File: src/rtl/mtm_alu_frame_pkg.sv
// Shared types and helpers for the mtm_Alu serial frame generator.
// Holds the error-injection mode enum, the opcode constants, the packet length and the CRC4 helper.
// Imported by mtm_alu_pkt_ser and mtm_alu_frame_gen.
package mtm_alu_frame_pkg;

   typedef enum logic [1:0] {
      ERR_NONE = 2'd0,
      ERR_CRC  = 2'd1,
      ERR_DATA = 2'd2,
      ERR_OP   = 2'd3
   } err_mode_t;

   localparam logic [2:0] OP_AND = 3'b000;
   localparam logic [2:0] OP_OR  = 3'b001;
   localparam logic [2:0] OP_ADD = 3'b100;
   localparam logic [2:0] OP_SUB = 3'b101;
   localparam logic [2:0] BAD_OP = 3'b010;

   // start + flag + 8 payload + stop
   localparam int PKT_BITS = 11;

   // Widest CRC message: two 8-byte operands, the '1' marker and the opcode.
   localparam int CRC_MAX_BITS = 132;

   // CRC4, poly x^4+x+1, init 0, fed serially MSB first.
   // The message sits right-aligned in data; only the low nbits are used.
   function automatic logic [3:0] crc4(input logic [CRC_MAX_BITS-1:0] data, input int nbits);
      logic [3:0] crc;
      logic       fb;
      crc = 4'h0;
      fb  = 1'b0;
      for (int i = CRC_MAX_BITS - 1; i >= 0; i--) begin
         if (i < nbits) begin
            fb  = data[i] ^ crc[3];
            crc = {crc[2:0], 1'b0} ^ {2'b00, fb, fb};
         end
      end
      return crc;
   endfunction

endpackage

File: src/rtl/mtm_alu_pkt_ser.sv
// Purpose: shifts one 11-bit packet {0, flag, payload, 1} onto sin MSB first, then GAP_BITS idle '1's.
// Latency: load in cycle L puts the start bit on sin in L+1; pkt_done is high while the last bit is on sin.
// Backpressure: none; a load in the pkt_done cycle chains the next packet with no idle bit in between.
// Ports: clk, rst (sync, active high), load/flag/pay (packet request), sin (registered serial line),
//        pkt_done (last bit of packet+gap on sin), stop_bit (stop bit on sin).
module mtm_alu_pkt_ser
   import mtm_alu_frame_pkg::*;
#(
   parameter int GAP_BITS = 0
) (
   input  logic       clk,
   input  logic       rst,
   input  logic       load,
   input  logic       flag,
   input  logic [7:0] pay,
   output logic       sin,
   output logic       pkt_done,
   output logic       stop_bit
);

   localparam int              TOTAL    = PKT_BITS + GAP_BITS;
   localparam int              CW       = 5;
   localparam logic [CW-1:0]   LAST     = CW'(TOTAL - 1);
   localparam logic [CW-1:0]   STOP_IDX = CW'(PKT_BITS - 1);

   logic          active;
   logic [CW-1:0] cnt;     // index of the bit currently on sin
   logic [9:0]    sh;      // bits still to send after the current one

   always_ff @(posedge clk) begin
      if (rst) begin
         active <= 1'b0;
         cnt    <= '0;
         sh     <= '1;
         sin    <= 1'b1;
      end else if (load) begin
         active <= 1'b1;
         cnt    <= '0;
         sin    <= 1'b0;
         sh     <= {flag, pay, 1'b1};
      end else if (active) begin
         // Shifting in ones makes the gap bits and the post-packet idle come for free.
         sin <= sh[9];
         sh  <= {sh[8:0], 1'b1};
         if (cnt == LAST) begin
            active <= 1'b0;
            cnt    <= '0;
         end else begin
            cnt <= cnt + 1'b1;
         end
      end else begin
         sin <= 1'b1;
      end
   end

   assign pkt_done = active && (cnt == LAST);
   assign stop_bit = active && (cnt == STOP_IDX);

endmodule

File: src/rtl/mtm_alu_frame_gen.sv
// Purpose: builds one mtm_Alu input frame (B bytes, A bytes, CTL) and shifts it out on sin with error injection.
// Latency: start in cycle N -> LOAD in N+1 -> first start bit on sin in N+2; done one cycle after the last bit.
// Backpressure: start is accepted only while busy==0; requests during a frame are dropped, never queued.
// Ports: clk, rst (sync, active high), start, a_in/b_in/op_in/err_mode/rand_sel (sampled in LOAD only),
//        sin (serial line, idles 1), busy, done (1-cycle pulse), a_used/b_used (operands actually sent).
// Build option: define MTM_ALU_FRAME_GEN_LFSR_EN to add the corner-biased operand LFSR selected by rand_sel.
module mtm_alu_frame_gen
   import mtm_alu_frame_pkg::*;
#(
   parameter int          DATA_BYTES = 4,
   parameter int          GAP_BITS   = 0,
   parameter logic [31:0] LFSR_SEED  = 32'hACE1
) (
   input  logic                    clk,
   input  logic                    rst,
   input  logic                    start,
   input  logic [8*DATA_BYTES-1:0] a_in,
   input  logic [8*DATA_BYTES-1:0] b_in,
   input  logic [2:0]              op_in,
   input  logic [1:0]              err_mode,
   input  logic                    rand_sel,
   output logic                    sin,
   output logic                    busy,
   output logic                    done,
   output logic [8*DATA_BYTES-1:0] a_used,
   output logic [8*DATA_BYTES-1:0] b_used
);

   localparam int W      = 8 * DATA_BYTES;
   localparam int CNT_W  = 5;

   localparam logic [2:0] S_IDLE = 3'd0;
   localparam logic [2:0] S_LOAD = 3'd1;
   localparam logic [2:0] S_SEND = 3'd2;
   localparam logic [2:0] S_GAP  = 3'd3;
   localparam logic [2:0] S_DONE = 3'd4;

   logic [2:0]              state;
   logic [2*W-1:0]          ab_sh;     // remaining data bytes, next one in the top byte
   logic [7:0]              ctl_byte;
   logic [CNT_W-1:0]        pkt_cnt;   // packets handed to the serializer so far
   logic [CNT_W-1:0]        n_data;    // data packets in this frame

   logic [W-1:0]            a_sel;
   logic [W-1:0]            b_sel;
   err_mode_t               mode_in;
   logic [2:0]              op_eff;
   logic [CRC_MAX_BITS-1:0] crc_data;
   logic [3:0]              crc;

   logic                    ser_load;
   logic                    ser_flag;
   logic [7:0]              ser_pay;
   logic                    pkt_done;
   logic                    stop_bit;

   // ---------------------------------------------------------------- operand source
`ifdef MTM_ALU_FRAME_GEN_LFSR_EN
   logic [31:0] lfsr;

   // Galois form of x^32+x^22+x^2+x+1, shifting right.
   function automatic logic [31:0] lfsr_step(input logic [31:0] s);
      return {1'b0, s[31:1]} ^ (s[0] ? 32'h8020_0003 : 32'h0);
   endfunction

   // Biased towards 00/FF so the ALU sees carry and overflow corners often.
   function automatic logic [7:0] corner_byte(input logic [31:0] s);
      case (s[1:0])
         2'b00:   return 8'h00;
         2'b11:   return 8'hFF;
         default: return s[15:8];
      endcase
   endfunction

   always_ff @(posedge clk) begin
      if (rst) lfsr <= LFSR_SEED;
      else     lfsr <= lfsr_step(lfsr);
   end

   // Each byte looks 8 steps further down the sequence so adjacent bytes differ.
   always_comb begin
      logic [31:0] s;
      s     = lfsr;
      a_sel = a_in;
      b_sel = b_in;
      if (rand_sel) begin
         for (int k = 0; k < DATA_BYTES; k++) begin
            b_sel[8*k +: 8] = corner_byte(s);
            for (int j = 0; j < 8; j++) s = lfsr_step(s);
         end
         for (int k = 0; k < DATA_BYTES; k++) begin
            a_sel[8*k +: 8] = corner_byte(s);
            for (int j = 0; j < 8; j++) s = lfsr_step(s);
         end
      end
   end
`else
   assign a_sel = a_in;
   assign b_sel = b_in;

   logic unused_cfg;
   assign unused_cfg = rand_sel ^ (^LFSR_SEED);
`endif

   // ---------------------------------------------------------------- CTL field
   assign mode_in = err_mode_t'(err_mode);
   assign op_eff  = (mode_in == ERR_OP) ? BAD_OP : op_in;

   always_comb begin
      crc_data              = '0;
      crc_data[2*W+3:0]     = {b_sel, a_sel, 1'b1, op_eff};
      crc                   = crc4(crc_data, 2*W + 4);
   end

   // ---------------------------------------------------------------- packet issue
   always_comb begin
      ser_load = 1'b0;
      ser_flag = 1'b0;
      ser_pay  = ab_sh[2*W-1 -: 8];
      if (state == S_LOAD) begin
         // Operand registers are not written yet, so the first B byte comes straight from the source.
         ser_load = 1'b1;
         ser_pay  = b_sel[W-1 -: 8];
      end else if (((state == S_SEND) || (state == S_GAP)) && pkt_done) begin
         if (pkt_cnt < n_data) begin
            ser_load = 1'b1;
         end else if (pkt_cnt == n_data) begin
            ser_load = 1'b1;
            ser_flag = 1'b1;
            ser_pay  = ctl_byte;
         end
      end
   end

   // ---------------------------------------------------------------- frame FSM
   always_ff @(posedge clk) begin
      if (rst) begin
         state    <= S_IDLE;
         ab_sh    <= '0;
         ctl_byte <= '0;
         pkt_cnt  <= '0;
         n_data   <= '0;
         a_used   <= '0;
         b_used   <= '0;
      end else begin
         case (state)
            S_IDLE: begin
               if (start) state <= S_LOAD;
            end
            S_LOAD: begin
               a_used   <= a_sel;
               b_used   <= b_sel;
               ab_sh    <= {b_sel, a_sel} << 8;
               ctl_byte <= {1'b0, op_eff, (mode_in == ERR_CRC) ? ~crc : crc};
               n_data   <= CNT_W'(2 * DATA_BYTES) - {{(CNT_W-1){1'b0}}, (mode_in == ERR_DATA)};
               pkt_cnt  <= CNT_W'(1);
               state    <= S_SEND;
            end
            S_SEND, S_GAP: begin
               if (pkt_done) begin
                  if (pkt_cnt <= n_data) begin
                     pkt_cnt <= pkt_cnt + 1'b1;
                     state   <= S_SEND;
                     if (pkt_cnt < n_data) ab_sh <= ab_sh << 8;
                  end else begin
                     state <= S_DONE;
                  end
               end else if (stop_bit && (GAP_BITS > 0)) begin
                  state <= S_GAP;
               end
            end
            S_DONE: begin
               pkt_cnt <= '0;
               state   <= S_IDLE;
            end
            default: state <= S_IDLE;
         endcase
      end
   end

   assign busy = (state != S_IDLE);
   assign done = (state == S_DONE);

   mtm_alu_pkt_ser #(
      .GAP_BITS (GAP_BITS)
   ) u_ser (
      .clk      (clk),
      .rst      (rst),
      .load     (ser_load),
      .flag     (ser_flag),
      .pay      (ser_pay),
      .sin      (sin),
      .pkt_done (pkt_done),
      .stop_bit (stop_bit)
   );

endmodule
File: config.mk
export PLATFORM = sky130hd
export DESIGN_NAME = mtm_alu_frame_gen
export DESIGN_NICKNAME = d
export VERILOG_FILES = /design/src/rtl/mtm_alu_frame_pkg.sv /design/src/rtl/mtm_alu_pkt_ser.sv /design/src/rtl/mtm_alu_frame_gen.sv
export SDC_FILE = /design/constraint.sdc
export NUM_CORES = 1
export LEC_CHECK = 0
export CORE_MARGIN = 3
export CORE_UTILIZATION = 47
export CTS_CLUSTER_DIAMETER = 120
export DETAILED_ROUTE_END_ITERATION = 10
export PLACE_DENSITY = 0.77
export SETUP_SLACK_MARGIN = 0.2
export SLEW_MARGIN = 20
export SYNTH_ARGS = -nofsm -noshare
export SYNTH_HDL_FRONTEND = slang
export SYNTH_SLANG_ARGS = --single-unit
File: constraint.sdc
create_clock -name clk -period 2.6 [get_ports clk]
set_input_delay 0.52 -clock clk [delete_from_list [all_inputs] [get_ports clk]]
set_output_delay 0.52 -clock clk [all_outputs]
set_load 0.02 [all_outputs]
* Word-level counts from Yosys, hierarchy flattened
Index checks and enable logic that the tools add are counted.
** Cells by class
- Reductions and logical operators :: 13
- Mux-type cells :: 32
- Add/subtract/negate cells :: 3
- Order comparisons :: 2
- Bitwise gates (word level) :: 134
- Equal/unequal tests :: 13
** Operators with widths (count)
- $xor 4x2->4 :: 66
- $mux 64 :: 3
- $pmux 64 s2 :: 1
- $xor 1x1->1 :: 64
- $mux 8 :: 4
- $mux 10 :: 2
- $mux 5 :: 3
- $pmux 5 s3 :: 1
- $mux 1 :: 12
- $mux 3 :: 4
- $add 5x1->5 const B :: 2
- $pmux 3 s3 :: 1
- $ne 2x2->1 const B :: 4
- $eq 3x2->1 const B :: 2
- $reduce_bool 3->1 :: 2
- $eq 5x4->1 const B :: 1
- $eq 5x5->1 :: 1
- $le 5x5->1 :: 1
- $lt 5x5->1 :: 1
- $sub 4x1->5 const A :: 1
- $eq 2x2->1 const B :: 2
- $mux 4 :: 1
- $not 4->4 :: 1
- $reduce_and 4->1 :: 1
- other kinds (13) :: 16
** Storage, ports and cells
- Flip-flop bits (word level) :: 164
- Input bits :: 73
- Output and inout bits :: 67
- Word-level logic and storage cells :: 208

* Depth between registers and ports, before layout
Gate-level depths: netlist of run 1.
- Depth after elaboration :: 134
- Gate-level depth with buffers :: 11
- Depth with buffers taken out :: 10

* Hierarchy
A second synthesis of run 1 with hierarchy kept.
** Unflattened totals
- Cells, all modules :: 814
- Area total of the unflattened synthesis :: 7303.3 µm²
** Modules (own cells, without submodules)
- mtm_alu_frame_gen :: cells each 740, area an instance 6538.8 µm², sequential area each 2742.6 µm², times used 1
- mtm_alu_pkt_ser :: cells each 74, area an instance 764.5 µm², sequential area each 320.3 µm², times used 1

* Worst setup path after synthesis of run 1
No wires, ideal clock.
- Path type :: input -> register
- Start point :: input port b_in[0]
- End point :: register ctl_byte[2]
- Setup slack :: -149 ps
- Path buffers :: 0
- Setup time :: 131 ps
- Stages :: 8
- Arrival :: 2619 ps
- Data required time :: 2469 ps
- Path through :: xor2_1 xnor3_2 xnor3_2 xnor2_2 xnor3_2 xnor3_1 nand2_1 a21oi_2
** Between the ends
- Longest elaborated chain between the ends :: 51
- Elaborated cells between the ends (all ways) :: 71
- Classes of those cells :: mux: 1; bitwise: 70
** Ends and longest elaborated chain
- start, declared :: line mtm_alu_frame_gen.sv:18 : input logic [8*DATA_BYTES-1:0] b_in,
- $xor 1x1->1 * :: line mtm_alu_frame_pkg.sv:34 : fb = data[i] ^ crc[3];
- $xor 4x2->4 * (3 in series) :: line mtm_alu_frame_pkg.sv:35 : crc = {crc[2:0], 1'b0} ^ {2'b00, fb, fb};
- $xor 1x1->1 or $xor 4x2->4 (tied branches) :: line mtm_alu_frame_pkg.sv:34, mtm_alu_frame_pkg.sv:35
- $xor 4x2->4 * (3 in series) :: line mtm_alu_frame_pkg.sv:35
- $xor 1x1->1 or $xor 4x2->4 (tied branches) :: line mtm_alu_frame_pkg.sv:34, mtm_alu_frame_pkg.sv:35
- $xor 4x2->4 * (3 in series) :: line mtm_alu_frame_pkg.sv:35
- $xor 1x1->1 or $xor 4x2->4 (tied branches) :: line mtm_alu_frame_pkg.sv:34, mtm_alu_frame_pkg.sv:35
- $xor 4x2->4 * (3 in series) :: line mtm_alu_frame_pkg.sv:35
- [... 20 more ...]
- $xor 1x1->1 or $xor 4x2->4 (tied branches) :: line mtm_alu_frame_pkg.sv:34, mtm_alu_frame_pkg.sv:35
- $xor 4x2->4 * (3 in series) :: line mtm_alu_frame_pkg.sv:35
- $xor 1x1->1 or $xor 4x2->4 (tied branches) :: line mtm_alu_frame_pkg.sv:34, mtm_alu_frame_pkg.sv:35
- $xor 4x2->4 * (4 in series) :: line mtm_alu_frame_pkg.sv:35
- $xor 1x1->1 or $xor 4x2->4 (tied branches) :: line mtm_alu_frame_pkg.sv:34, mtm_alu_frame_pkg.sv:35
- $xor 4x2->4 * (3 in series) :: line mtm_alu_frame_pkg.sv:35
- $not 4->4 :: line mtm_alu_frame_gen.sv:154 : ctl_byte <= {1'b0, op_eff, (mode_in == ERR_CRC) ? ~crc : crc};
- $mux 4 * :: line mtm_alu_frame_gen.sv:154
- end signal, assigned :: line mtm_alu_frame_gen.sv:154
- end, declared :: line mtm_alu_frame_gen.sv:40 : logic [7:0] ctl_byte;
Every way passes the cells marked *; elsewhere a longest branch is shown, timed or not.
A chain may end at the register's enable or synchronous reset.

* Worst setup path in the final report of run 1
- Start point :: input port a_in[31]
- End point :: register ctl_byte[3]
** Between the ends
- Longest elaborated chain between the ends :: 50
- Elaborated cells between the ends (all ways) :: 68
- Classes of those cells :: mux: 1; bitwise: 67
** Ends and longest elaborated chain
- start, declared :: line mtm_alu_frame_gen.sv:17 : input logic [8*DATA_BYTES-1:0] a_in,
- $xor 1x1->1 * :: line mtm_alu_frame_pkg.sv:34
- $xor 4x2->4 * (3 in series) :: line mtm_alu_frame_pkg.sv:35
- $xor 1x1->1 :: line mtm_alu_frame_pkg.sv:34
- $xor 4x2->4 * (3 in series) :: line mtm_alu_frame_pkg.sv:35
- $xor 1x1->1 :: line mtm_alu_frame_pkg.sv:34
- $xor 4x2->4 * (3 in series) :: line mtm_alu_frame_pkg.sv:35
- $xor 1x1->1 :: line mtm_alu_frame_pkg.sv:34
- $xor 4x2->4 * (3 in series) :: line mtm_alu_frame_pkg.sv:35
- [... 20 more ...]
- $xor 1x1->1 :: line mtm_alu_frame_pkg.sv:34
- $xor 4x2->4 * (3 in series) :: line mtm_alu_frame_pkg.sv:35
- $xor 1x1->1 :: line mtm_alu_frame_pkg.sv:34
- $xor 4x2->4 * (3 in series) :: line mtm_alu_frame_pkg.sv:35
- $xor 1x1->1 :: line mtm_alu_frame_pkg.sv:34
- $xor 4x2->4 * (3 in series) :: line mtm_alu_frame_pkg.sv:35
- $not 4->4 :: line mtm_alu_frame_gen.sv:154
- $mux 4 * :: line mtm_alu_frame_gen.sv:154
Marks and branches as above.

==> metrics list, run 1 <==
* Hold-fix buffer count after cts: 0
- Cells after Synth: just over 800
* Remaining design rule violation count: 0
* Die width: approximately 130 µm
* Diode count: 0
* Register clock-pin slew on the reported worst setup and hold paths: approximately 60 ps
- In the final routed layout, each cell accounts on average for about 17 µm.
* Area inside the core boundary: ~15000 µm²
- Clk Latency, worst-skew pair: 430 ps
* Clock tree from TritonCTS: built
* HPWL after DPL: 14.0 mm
- Total routing usage reported by global routing: 23.9%
* Syn nets: 893
* Clock Path Buffers: 2
- Crit path DAT: just under 3000 ps
- Htree depth: 4
* Setup repair after global routing missed its margin: true
* WHS: between 400 and 500 ps
- The worst setup path is launched from an input port.
- The worst setup path is of the in -> reg kind.
* Number of distinct standard cells referenced by the synthesized netlist: 40
- Setup violation total in the final timing report: 0
* Overall via count from detail_route: ~6300
- The number of buffers and inverters on the critical path is 1.
- Measured along the y axis, the die boundary spans 129 µm.
- The share of the Yosys chip area taken by registers is 43.3%.
- At the pin with the least slew margin, the transition time is 746 ps.
- Clock tree synthesis selected as its root buffer the cell clkbuf_16.
- Post-detailed-routing wire length: 20.2 mm
- The first global-routing pass estimated around 31 mm of wire.
- Router iterations before antenna repair: 6
* Worst-path fanout max: 2
* Max stage delay on crit path: ~520 ps
- Post-synthesis async set-or-reset flop share: 0%
* Post-Place Worst Slack: -614 ps
* Final hold violation count: 0
* Outcome: completed
- Worst voltage drop across the vdd grid: 0.000702 V
* Most frequent cells in the layout: nand2_1 (155), dfxtp_1 (152), clkdlybuf4s50_1 (117)
- The tightest min-delay check is of the reg -> reg type.
- Mean cell area of the mapped netlist: 8.70 µm²
* Leak pwr: roughly 3.9 nW
* Number of antenna violations at the first check in global routing: 0
- Summing every instance area after synthesis gives roughly 7000 µm².
* Power per standard cell area: 775 nW/µm²
- Skew final: 8.68 ps
- Number of warnings issued by yosys: 0
* Flip-flop and latch count after synthesis: 153
- Relative to the synthesized area, the layout overhead comes to 42.2%.
- Across all setup checks in the final design, the least slack found is about 61 ps.
* Post-layout instance area: 10100 µm²
- Walking the worst path, the cells encountered are clkdlybuf4s50_1 -> xnor2_1 -> xnor2_1 -> xnor2_2 -> xnor3_2 -> xnor3_2 -> xnor2_2 -> nand2_1 -> a21oi_1.
* Fraction of final layout cells sized beyond drive strength 1: 16.2%
- Entering global routing, the biggest net connects 72 pins.
- The first routing iteration left 337 violations.
- The final critical path takes up 97.7% of the cycle.
- The worst setup path is captured at a flop.
- For the worst setup path, the data required time is 2960 ps.
- Antenna-violating nets left: 0
- Number of global-route vias before repair: 6127
* Starting Density: 48.3%
- Max Clk Rate: 394 MHz
- The initialized floorplan defines 44 standard-cell rows.
* Max cap viols: 0
* Total clock buffers created by CTS: 17
* CP max stage cell: clkdlybuf4s50_1
* Max Transition Viols Final: 0
* Total Nets Final: between 1000 and 1500
- Input and output buffers added on the ports amount to 138.
* Final Util: 68.7%
- Routability-driven placement finished with a final weighted congestion of 0.905.
- The cell family contributing the most delay on the critical path is XOR/XNOR gates.
- Final global-route overflow total: 0
- Relative slew margins: between 50 and 60%
- 140 I/O pins were placed.
- Yosys mapped a number of flops with a built-in enable equal to 0.
- Total clock sinks: around 150
- Most common cell after layout, fill and taps aside: nand2_1
* Final min period: ~2500 ps
* Via density per instance: 5.25
- Among all flip-flop cells after synthesis, the most frequent one is dfxtp_1.
- Die outline area: 16600 µm²
* Placed standard-cell area: ~9200 µm²
## final timing paths
kind | from | end | slack (ps) | cells after the start
min reg2reg | b_used[9] | b_used[9] | 450 | 2
min | b_used[9] | b_used[9] | 450 | 2
max | a_in[31] | ctl_byte[3] | 60 | 9
max reg2reg | n_data[2] | ab_sh[22] | 300 | 10
## cell type report
cell class	instances	area, µm²
clock inverter	7	139
sequential	153	3060
inverter	8	30.0
tap	184	230
multi-input combinational	600	3980
fill	1113	4580
clock buffer	23	488
timing repair buffer	229	2130
## cell families after synthesis
family | synth area share, %
buf+inv | 3.41
fa+ha+maj | 1.24
compound gates | 13.9
flops | 43.3
mux | 8.17
simple gates | 15.3
xor+xnor | 14.7
## synthesized netlist by cell type (2+ instances only)
cell        n  area, µm²
a211oi_1   50        375
a21oi_1    91        455
a31oi_1     2       12.5
and2_1      3       18.8
buf_1       9       33.8
clkbuf_1   42        158
dfxtp_1   153       3060
ha_1        7       87.6
inv_1       7       26.3
mux2_1      6       67.6
mux2i_1    51        510
nand2_1   157        589
nand3_1     6       30.0
nand4_1     4       25.0
nor2_1     85        319
nor3_1      4       20.0
o211ai_1    2       15.0
o21ai_1    16       80.1
or3_1       3       18.8
xnor2_1    74        648
xnor2_2     2       32.5
xnor3_1     5        113
xnor3_2     4       95.1
xor2_1     14        123
## per-stage QoR
| stage | power [mW] | TNS (ps) | std cells |
|---|---|---|---|
| final | 7.80 | 0 | 1204 |
| after global routing | 8.09 | 0 | 1204 |
| after CTS | 7.56 | 0 | 1197 |
| after detailed placement | 4.83 | -2320 | 1164 |
| after global placement | 4.79 | -2140 | 1164 |
| after floorplan | 4.13 | 0 | 813 |
## what timing repair did
action	4_1_cts	5_1_grt
pin swaps	18	10
gates cloned	0	1
setup buffers	3	6
endpoints found under the setup margin	5	53
resized for setup	44	26
## report_power, final
group	total, mW	switching [mW]	internal, mW	leakage (nW)
clock network	2.65	0.955	1.70	0.310
logic	2.54	1.12	1.42	2.29
registers	2.61	0.0988	2.51	1.25
## registers in the layout, indices dropped and copies added, names as in the netlist
signal,cells
u_ser.sin,1
ab_sh,56
u_ser.active,1
pkt_cnt,5
a_used,32
u_ser.sh,9
n_data,2
state,3
ctl_byte,7
b_used,32
u_ser.cnt,5
## tightest hold or removal path: cells and delay by family, from the launching register on
kind | cells | cell delay (ps)
AO/OA/AOI/OAI | 1 | 50
AND/OR/NAND/NOR | 1 | 50
flip-flops | 1 | 300
## metal layers
metal	part of all wire, %	wire (µm)	GRT usage, %
met4	2.0	408	7.72
met3	5.5	1110	6.52
met2	50	10000	40.4
met1	43	8660	29.5
met5	0	0	0
Note: power is estimated with default switching activity, not from simulation.
==> run 2, diff against run 1 <==
Settings changed: REMOVE_ABC_BUFFERS set to 1.
==> metrics list, run 2 (synthesis gave the netlist of run 1 again) <==
- Clk Latency, worst-skew pair: 420 ps (was 430 ps)
* Total negative slack for setup checks: 0 ps (unchanged)
- The smallest hold slack came to 407 ps (was 451 ps).
- The global-route wire length before repair came to 32.0 mm (was 31.1 mm).
* Y dimension of the die: 129 µm (unchanged)
- Max FFs per register: 56 (unchanged)
- The sort of element at the start of the critical path is an input port (unchanged).
* Router iterations before antenna repair: 6 (unchanged)
* Worst EP required: 2910 ps (was 2960 ps)
- The per-cell via count in the routed design came to 5.40 (was 5.25).
- Setup violation total in the final timing report: 0 (unchanged)
- The initial detailed-routing violation count is 474 (was 337).
- Total clock buffers created by CTS: 17 (unchanged)
- Starting Density: 48.3% (unchanged)
* Most frequent cells in the layout: nand2_1 (155), dfxtp_1 (151), clkdlybuf4s50_1 (99) (was nand2_1 (155), dfxtp_1 (152), clkdlybuf4s50_1 (117))
- The core occupancy in the finished layout came to 70.1% (was 68.7%).
- Power per standard cell area: 782 nW/µm² (was 775 nW/µm²)
* Final worst path period share: 97.9% (was 97.7%)
- The deepest clock path buffer count came to 2 (unchanged).
- The post-route worst setup slack came to 55.2 ps (was 60.9 ps).
* Final min period: 2540 ps (about the same)
- The proportion of layout cells with a drive suffix above 1 came to 18.9% (was 16.2%).
- The placer congestion estimate came to 0.812 (was 0.905).
* Register clock-pin slew on the reported worst setup and hold paths: 60 ps (about the same)
* Worst voltage drop across the vdd grid: 0.000590 V (was 0.000702 V)
- The residual DRC count is 0 (unchanged).
* Hold-fix buffer count after cts: 0 (unchanged)
* Max cap viols: 0 (unchanged)
- The via total after detailed routing is 6543 (was 6323).
* Leak pwr: 4.03 nW (was 3.85 nW)
* Total clock sinks: 153 (unchanged)
* Max Clk Rate: 393 MHz (was 394 MHz)
- HPWL after DPL: 13.6 mm (was 14.0 mm)
- Outcome: completed (unchanged).
* Top-level port count: 140 (unchanged)
- Largest net degree at the start of global routing: 81 (was 72)
- The worst setup path category was in -> reg (unchanged).
* Skew final: 8.20 ps (was 8.68 ps)
- Setup repair after global routing missed its margin: true (unchanged).
- The CTS tree is built (unchanged).
* Layout-stage area growth over the synthesis result: 45.2% (was 42.2%)
* Max stage delay on crit path: 390 ps (was 520 ps)
* Number of antenna violations at the first check in global routing: 0 (unchanged)
* Critical path capture point type: flop (unchanged)
- The cell with the largest stage delay on the worst path was xnor2_1 (was clkdlybuf4s50_1).
- The maximum level of the CTS H-tree was 4 (unchanged).
* Final global-route overflow total: 0 (unchanged)
- Diode count: 0 (unchanged)
- The count of endpoints failing hold in the final timing report was 0 (unchanged).
* Class of the tightest hold or removal check: in -> reg (was reg -> reg)
- Die width: 129 µm (unchanged)
- Most common cell after layout, fill and taps aside: nand2_1 (unchanged)
- The post-place setup slack was -809 ps (was -614 ps).
* Row Count: 44 (unchanged)
- Max Transition Viols Final: 0 (unchanged)
- Pin slew with the least headroom to its limit: 710 ps (was 746 ps)
* Quantity of I/O buffers inserted on ports: 138 (unchanged)
- Area inside the core boundary: 14600 µm² (unchanged)
* Antenna-violating nets left: 0 (unchanged)
* Ordered list of cells on the worst path: dlygate4sd2_1 -> buf_6 -> xnor2_2 -> xnor2_2 -> xnor2_2 -> buf_4 -> buf_4 -> buf_4 -> xnor2_1 -> xnor2_1 -> xnor3_1 -> nand2_1 -> a21oi_2 (was clkdlybuf4s50_1 -> xnor2_1 -> xnor2_1 -> xnor2_2 -> xnor3_2 -> xnor3_2 -> xnor2_2 -> nand2_1 -> a21oi_1)
- Total routing usage reported by global routing: 24.4% (was 23.9%)
* Crit path DAT: 2850 ps (was 2900 ps)
- The routed length per instance came to 17.5 µm (was 16.8 µm).
- Top flop regs: ab_sh x56, a_used x32, b_used x32 (unchanged).
- The relative max-transition margin came to 52.7% (was 50.3%).
- Worst-path fanout max: 3 (was 2)
- The number of global-route vias before repair is 6022 (was 6127).
- Post-detailed-routing wire length: 21.2 mm (was 20.2 mm)
- Die outline area: 16600 µm² (unchanged)
* Register ranked first by flip-flop count: ab_sh (unchanged)
- Total Nets Final: 1094 (was 1089)
- The cell at the root of the clock tree is clkbuf_16 (unchanged).
[run 2: timing repair]
item | CTS | global route
pin swaps | 35 | 36
hold endpoints to repair | 0 | 0
setup endpoints to repair | 9 | 65
setup buffers | 3 | 8
resized for setup | 65 | 51
cloned | 2 | 0
[run 2: per-layer routing]
| metal | routed length (µm) | track usage (%) | vias up | part of all wire (%) |
|---|---|---|---|---|
| met4 | 493 | 7.60 | 0 | 2.3 |
| met5 | 0 | 0 | - | 0 |
| met2 | 9970 | 38.1 | 264 | 47 |
| met1 | 9290 | 33.7 | 3090 | 44 |
| met3 | 1410 | 5.65 | 39 | 6.7 |
| li1 | - | - | 3150 | - |
[run 2: worst max-delay path, delay by kind of cell]
family	cells	cell delay (ps)
compound gates	1	50
buf+inv	5	820
xor+xnor	6	1360
simple gates	1	100
[run 2: path summary, 6_finish.rpt]
kind	from	to	slack, ps	depth (start not counted)
setup / recovery	a_in[23]	ctl_byte[2]	60	13
hold / removal	b_in[16]	b_used[16]	410	3
setup reg to reg	pkt_cnt[2]	u_ser.sh[6]	310	9
hold reg to reg	b_used[30]	b_used[30]	450	2
[run 2: layout make-up]
cell class | instances | area, µm²
Fill cell | 1076 | 4370
Multi-Input combinational cell | 600 | 4150
Sequential cell | 153 | 3070
Timing Repair Buffer | 234 | 2190
Clock buffer | 25 | 485
Tap cell | 184 | 230
Clock inverter | 7 | 115
Inverter | 8 | 30.0
[run 2: per-stage QoR]
step	area, µm²	cells	total power, mW
2_1_floorplan	6860	761	4.12
3_3_place_gp	9160	1166	4.91
3_5_place_dp	9160	1166	4.96
4_1_cts	9990	1203	7.61
5_1_grt	10300	1211	8.34
6_report	10300	1211	8.03
[run 2: power breakdown]
group / leakage (nW) / internal (mW) / switching [mW]
clock: 0.287 / 1.58 / 0.937
sequential: 1.25 / 2.51 / 0.101
combinational: 2.49 / 1.65 / 1.25
total: 4.03 / 5.74 / 2.29
